[config.mk]
export PLATFORM = sky130hd
export DESIGN_NAME = meissa_controller
export DESIGN_NICKNAME = d
export VERILOG_FILES = /design/src/rtl/meissa_pkg.sv /design/src/rtl/meissa_controller.sv
export SDC_FILE = /design/constraint.sdc
export NUM_CORES = 1
export LEC_CHECK = 0
export ABC_CLOCK_PERIOD_IN_PS = 2200
export BUFFER_PORTS_ARGS = -buffer_cell sky130_fd_sc_hd__buf_4
export CAP_MARGIN = 20
export CELL_PAD_IN_SITES_DETAIL_PLACEMENT = 1
export CELL_PAD_IN_SITES_GLOBAL_PLACEMENT = 1
export CORE_UTILIZATION = 33
export CTS_BUF_LIST = sky130_fd_sc_hd__clkbuf_4
export DETAILED_ROUTE_END_ITERATION = 10
export PLACE_DENSITY_LB_ADDON = 0.1
export SYNTH_ARGS = -nofsm -noshare
export SYNTH_HDL_FRONTEND = slang
export SYNTH_SLANG_ARGS = --single-unit
[constraint.sdc]
create_clock -name clk -period 2.2 [get_ports clk]
set_input_delay 0.22 -clock clk [delete_from_list [all_inputs] [get_ports clk]]
set_output_delay 0.22 -clock clk [all_outputs]
set_load 0.01 [all_outputs]
[src/rtl/meissa_pkg.sv]
// Shared state encodings, array mode codes and counter widths for the meissa controller.
package meissa_pkg;

    localparam int CNT_W     = 4;
    localparam int JOB_CNT_W = 8;
    localparam int MODE_W    = 3;

    typedef enum logic [2:0] {
        ST_IDLE      = 3'd0,
        ST_LOAD      = 3'd1,
        ST_PROC_LOAD = 3'd2,
        ST_OUT_PROC1 = 3'd3,
        ST_OUT_PROC2 = 3'd4,
        ST_OUT       = 3'd5,
        ST_RESULT    = 3'd6
    } state_t;

    typedef logic [MODE_W-1:0] mode_t;

    localparam mode_t MODE_INIT      = 3'b000;
    localparam mode_t MODE_LOAD      = 3'b001;
    localparam mode_t MODE_PROC_LOAD = 3'b010;
    localparam mode_t MODE_OUT_PROC1 = 3'b011;
    localparam mode_t MODE_OUT_PROC2 = 3'b100;
    localparam mode_t MODE_OUT       = 3'b101;

    function automatic mode_t mode_of(input state_t s);
        case (s)
            ST_LOAD:      return MODE_LOAD;
            ST_PROC_LOAD: return MODE_PROC_LOAD;
            ST_OUT_PROC1: return MODE_OUT_PROC1;
            ST_OUT_PROC2: return MODE_OUT_PROC2;
            ST_OUT:       return MODE_OUT;
            default:      return MODE_INIT;
        endcase
    endfunction

endpackage

[src/rtl/meissa_controller.sv]
// Sequences one 2x2 matmul job through the systolic array modes, waits for the
// array result (with timeout) and hands it out over a valid/ready handshake.
module meissa_controller
    import meissa_pkg::*;
#(
    parameter int DATA_WIDTH   = 8,
    parameter int MATRIX_SIZE  = 4,
    parameter int STAGE_CYCLES = 1,
    parameter int TIMEOUT      = 15
) (
    input  logic                                clk,
    input  logic                                rst,
    input  logic                                in_valid,
    output logic                                in_ready,
    input  logic [MATRIX_SIZE*DATA_WIDTH-1:0]   in_A,
    input  logic [MATRIX_SIZE*DATA_WIDTH-1:0]   in_B,
    output logic [MODE_W-1:0]                   mode,
    output logic [MATRIX_SIZE*DATA_WIDTH-1:0]   A,
    output logic [MATRIX_SIZE*DATA_WIDTH-1:0]   B,
    input  logic [2*MATRIX_SIZE*DATA_WIDTH-1:0] array_product,
    input  logic                                array_done,
    output logic                                out_valid,
    input  logic                                out_ready,
    output logic [2*MATRIX_SIZE*DATA_WIDTH-1:0] out_product,
    output logic                                out_error,
    output logic                                busy,
    output logic [JOB_CNT_W-1:0]                job_count
);

    localparam int OP_W  = MATRIX_SIZE * DATA_WIDTH;
    localparam int RES_W = 2 * OP_W;
    localparam logic [CNT_W-1:0] STAGE_LAST   = CNT_W'(STAGE_CYCLES - 1);
    localparam logic [CNT_W-1:0] TIMEOUT_LAST = CNT_W'(TIMEOUT - 1);

    state_t               state_q, state_d;
    logic [CNT_W-1:0]     cnt_q, cnt_d;
    mode_t                mode_q, mode_d;
    logic [OP_W-1:0]      a_q, a_d, b_q, b_d;
    logic [RES_W-1:0]     prod_q, prod_d;
    logic                 err_q, err_d;
    logic [JOB_CNT_W-1:0] jobs_q, jobs_d;

    always_comb begin
        state_d = state_q;
        cnt_d   = cnt_q + 1'b1;
        a_d     = a_q;
        b_d     = b_q;
        prod_d  = prod_q;
        err_d   = err_q;
        jobs_d  = jobs_q;

        case (state_q)
            ST_IDLE: begin
                if (in_valid) begin
                    a_d     = in_A;
                    b_d     = in_B;
                    state_d = ST_LOAD;
                end
            end
            ST_LOAD:      if (cnt_q == STAGE_LAST) state_d = ST_PROC_LOAD;
            ST_PROC_LOAD: if (cnt_q == STAGE_LAST) state_d = ST_OUT_PROC1;
            ST_OUT_PROC1: if (cnt_q == STAGE_LAST) state_d = ST_OUT_PROC2;
            ST_OUT_PROC2: if (cnt_q == STAGE_LAST) state_d = ST_OUT;
            ST_OUT: begin
                // A result arriving on the last allowed cycle wins over the timeout.
                if (array_done) begin
                    prod_d  = array_product;
                    err_d   = 1'b0;
                    state_d = ST_RESULT;
                end else if (cnt_q == TIMEOUT_LAST) begin
                    prod_d  = '0;
                    err_d   = 1'b1;
                    state_d = ST_RESULT;
                end
            end
            ST_RESULT: begin
                if (out_ready) begin
                    jobs_d  = jobs_q + 1'b1;
                    state_d = ST_IDLE;
                end
            end
            default: state_d = ST_IDLE;
        endcase

        // The single stage/timeout counter restarts on every state change.
        if (state_d != state_q || state_q == ST_IDLE || state_q == ST_RESULT) begin
            cnt_d = '0;
        end

        mode_d = mode_of(state_d);
    end

    always_ff @(posedge clk) begin
        if (rst) begin
            state_q <= ST_IDLE;
            cnt_q   <= '0;
            mode_q  <= MODE_INIT;
            a_q     <= '0;
            b_q     <= '0;
            prod_q  <= '0;
            err_q   <= 1'b0;
            jobs_q  <= '0;
        end else begin
            state_q <= state_d;
            cnt_q   <= cnt_d;
            mode_q  <= mode_d;
            a_q     <= a_d;
            b_q     <= b_d;
            prod_q  <= prod_d;
            err_q   <= err_d;
            jobs_q  <= jobs_d;
        end
    end

    assign in_ready    = (state_q == ST_IDLE);
    assign busy        = (state_q != ST_IDLE);
    assign out_valid   = (state_q == ST_RESULT);
    assign mode        = mode_q;
    assign A           = a_q;
    assign B           = b_q;
    assign out_product = prod_q;
    assign out_error   = err_q;
    assign job_count   = jobs_q;

endmodule

==> out/qor.csv <==
stage,metric,value,unit
worst_setup_path,critPathSlowestCell,or3b_4,
global_routing,grt_pass1_vias,6086,
synthesis,synth_cell_types,42,
synthesis,yosysTopAreaCellShare,55.09,%
worst_setup_path,crit_start,cnt_q[0],
detailed_routing,routed_via_density,4.772,
clock_network,cts_buffers,17,
sta,worst_pin_slew,0.7209,ns
sta,timing.fmax,487.8,MHz
worst_setup_path,crit_end,mode[0],
worst_setup_path,crit_chain,inv_1 -> ha_2 -> or3b_4 -> o311a_4 -> ha_4 -> a21o_1 -> a221oi_2,
pwr,ir_drop,301.4,uV
sta,post-route-min-period,2.050,ns
clock_network,cts.sinks,147,
detailed_routing,ant_nets,0,
finish,nets,1120,
worst_setup_path,start_kind,register,
worst_setup_path,r2r_end,mode[0],
sta,relSlewSlack,51.94,%
finish,final_cell_area,9129,um2
sta,slew_violations,0,
floorplan,dieArea,16700,um2
global_routing,grt_usage,23.78,%
synthesis,synthTopCellsByArea,"dfxtp_1, nand2_1, a22oi_1",
worst_setup_path,crit_required,2.67,ns
floorplan,floorplan.initialDensity,33.75,%
detailed_routing,wire_per_inst,16.63,um
synthesis,synth_top_area_cell,dfxtp_1,
finish,layout_common_cells,"buf_4, dfxtp_1, nand2_1",
synthesis,synth_area_per_cell,8.947,um2
detailed_routing,drc_errors,0,
synthesis,async_flop_share,0,%
synthesis,synth_cells,597,
finish,layout_commonest_cell,buf_4,
synthesis,seq_area_frac_synth,55.09,%
sta,clock_skew,0.01883,ns
worst_setup_path,cp_max_fo,4,
floorplan,die_y,129.2,um
placement,hpwl,11850,um
detailed_routing,vias,5779,
finish,fillers,1808,
floorplan,num_rows,46,
finish,drive_above_1_share,33.50,%
global_routing,grt_pass1_wl,30770,um
sta,finalSetupViolCount,0,
detailed_routing,firstDrtPassIters,4,
floorplan,core,15830,um2
synthesis,yosys_warnings,0,
clock_network,post-cts-setup-buffers,0,
worst_setup_path,arrival,2.52,ns
detailed_routing,drtIter0Drc,214,
sta,rsz0062_at_grt,no,
worst_setup_path,r2r_cells,7,
floorplan,pin_count,276,
placement,place_area,7507,um2
finish,fin_cells,1211,
placement,place_inst,1049,
pwr,leakagePower,3.992,nW
worst_setup_path,slowest_delay,0.40,ns
synthesis,synthFlopType,dfxtp_1,
worst_setup_path,crit_type,reg2reg,
clock_network,cts_tree,yes,
pwr,total_power,5.643,mW
synthesis,syn_nets,736,
run,maxCapViolations,0,
sta,whs,0.1313,ns
sta,fin_tns_setup,0,ns
detailed_routing,wl,20140,um
finish,area.growth.synth_to_final,70.91,%
worst_setup_path,endpoint_kind,register,
outcome,status,"finished, final reports clean",
placement,io_buffers,275,
global_routing,grt_max_degree,66,
pwr,cellPowerDensity,618.2,nW/um2
clock_network,htree_levels,4,
clock_network,cts_buffer_depth,2,
floorplan,die_x,129.2,um
global_routing,overflow,0,
hold_path,min_path_cells,2,
synthesis,netlist_area,5341,um2
placement,gp_congestion,0.7599,
worst_setup_path,critPathTopFamily,compound AO/OA/AOI/OAI gates,
worst_setup_path,timing.rr.start,cnt_q[0],
clock_network,path_clk_slew,0.11,ns
sta,period_share,93.19,%
synthesis,synth-edff-count,0,
synthesis,ys_ff_latch,147,
clock_network,clk_latency,0.56,ns
clock_network,cts_root_buffer,clkbuf_4,
sta,final-hold-violation-count,0,
worst_setup_path,worstSetupPathDepth,7,
worst_setup_path,r2r_slack,0.15,ns
global_routing,antenna_found_initial,1,
worst_setup_path,path_buf_inv,1,
hold_path,hp-class,in2reg,
## synthesized netlist by cell type, types with 2 or more instances
library cell	count
xnor2_1	4
o21ai_1	2
nor2b_1	3
inv_2	2
nand3_1	2
a22oi_1	65
buf_6	7
nand2_1	134
nand2b_1	3
a21oi_1	68
o21ai_0	2
dfxtp_1	147
buf_4	14
inv_1	5
xor2_1	4
nand4_1	3
and3_1	3
nor3_1	5
buf_2	2
nor2_1	72
clkbuf_1	24
ha_1	6
## how the worst min path moves through the flow
stage | start | to
after floorplan | in_A[0] | A[0]
final | rst | out_product[62]
after global placement | B[26] | B[26]
after detailed placement | out_error | out_error
after CTS | rst | out_product[12]
after global routing | rst | out_product[3]
## flip-flops by register name (all words and copies together), names as in the netlist
signal       count
A               32
mode             3
out_product     64
B               32
cnt_q            4
out_error        1
job_count        8
state_q          3
## layout make-up
type | instances | area, um2 | area share [%]
Multi-Input combinational cell | 396 | 2111 | 23.12
Clock buffer | 19 | 142.6 | 1.563
Inverter | 7 | 26.28 | 0.2878
Antenna cell | 1 | 2.502 | 0.02741
Sequential cell | 147 | 2944 | 32.25
Clock inverter | 13 | 156.4 | 1.713
Timing Repair Buffer | 412 | 3476 | 38.08
Tap cell | 216 | 270.3 | 2.961
## kinds of logic after synthesis
kind of cell / after synthesis / share of synthesized area, %
xor+xnor: 8 / 1.312
flops: 147 / 55.09
compound gates: 146 / 17.85
mux: 1 / 0.2108
simple gates: 235 / 18.32
fa+ha+maj: 6 / 1.405
buf+inv: 54 / 5.810
## per-stage QoR
stage          setup WS [ns]  util (%)
2_1_floorplan         0.2008         -
4_1_cts              0.03184     57.42
3_5_place_dp         0.06497     47.43
6_report              0.1499     57.68
3_3_place_gp          0.1435     47.43
5_1_grt              0.01441     57.68
## routing by layer
metal / up-vias / track usage [%] / wire, um
li1: 2789 / - / -
met1: 2735 / 25.35 / 7657
met2: 219 / 42.85 / 10300
met3: 36 / 8.340 / 1739
met4: 0 / 9.343 / 447
met5: - / 0 / 0
## power breakdown
group | leakage (nW) | internal (mW) | switching (mW)
Clock | 0.165 | 0.814 | 1.00
Sequential | 1.19 | 2.77 | 0.0591
Combinational | 2.63 | 0.548 | 0.452
Total | 3.99 | 4.13 | 1.52
## timing repair
action / 4_1_cts / 5_1_grt
gates resized for setup: 0 / 4
hold buffers: 128 / 0
setup endpoints to repair: 0 / 2
hold endpoints to repair: 128 / 0
(Power assumes the default switching activity.)
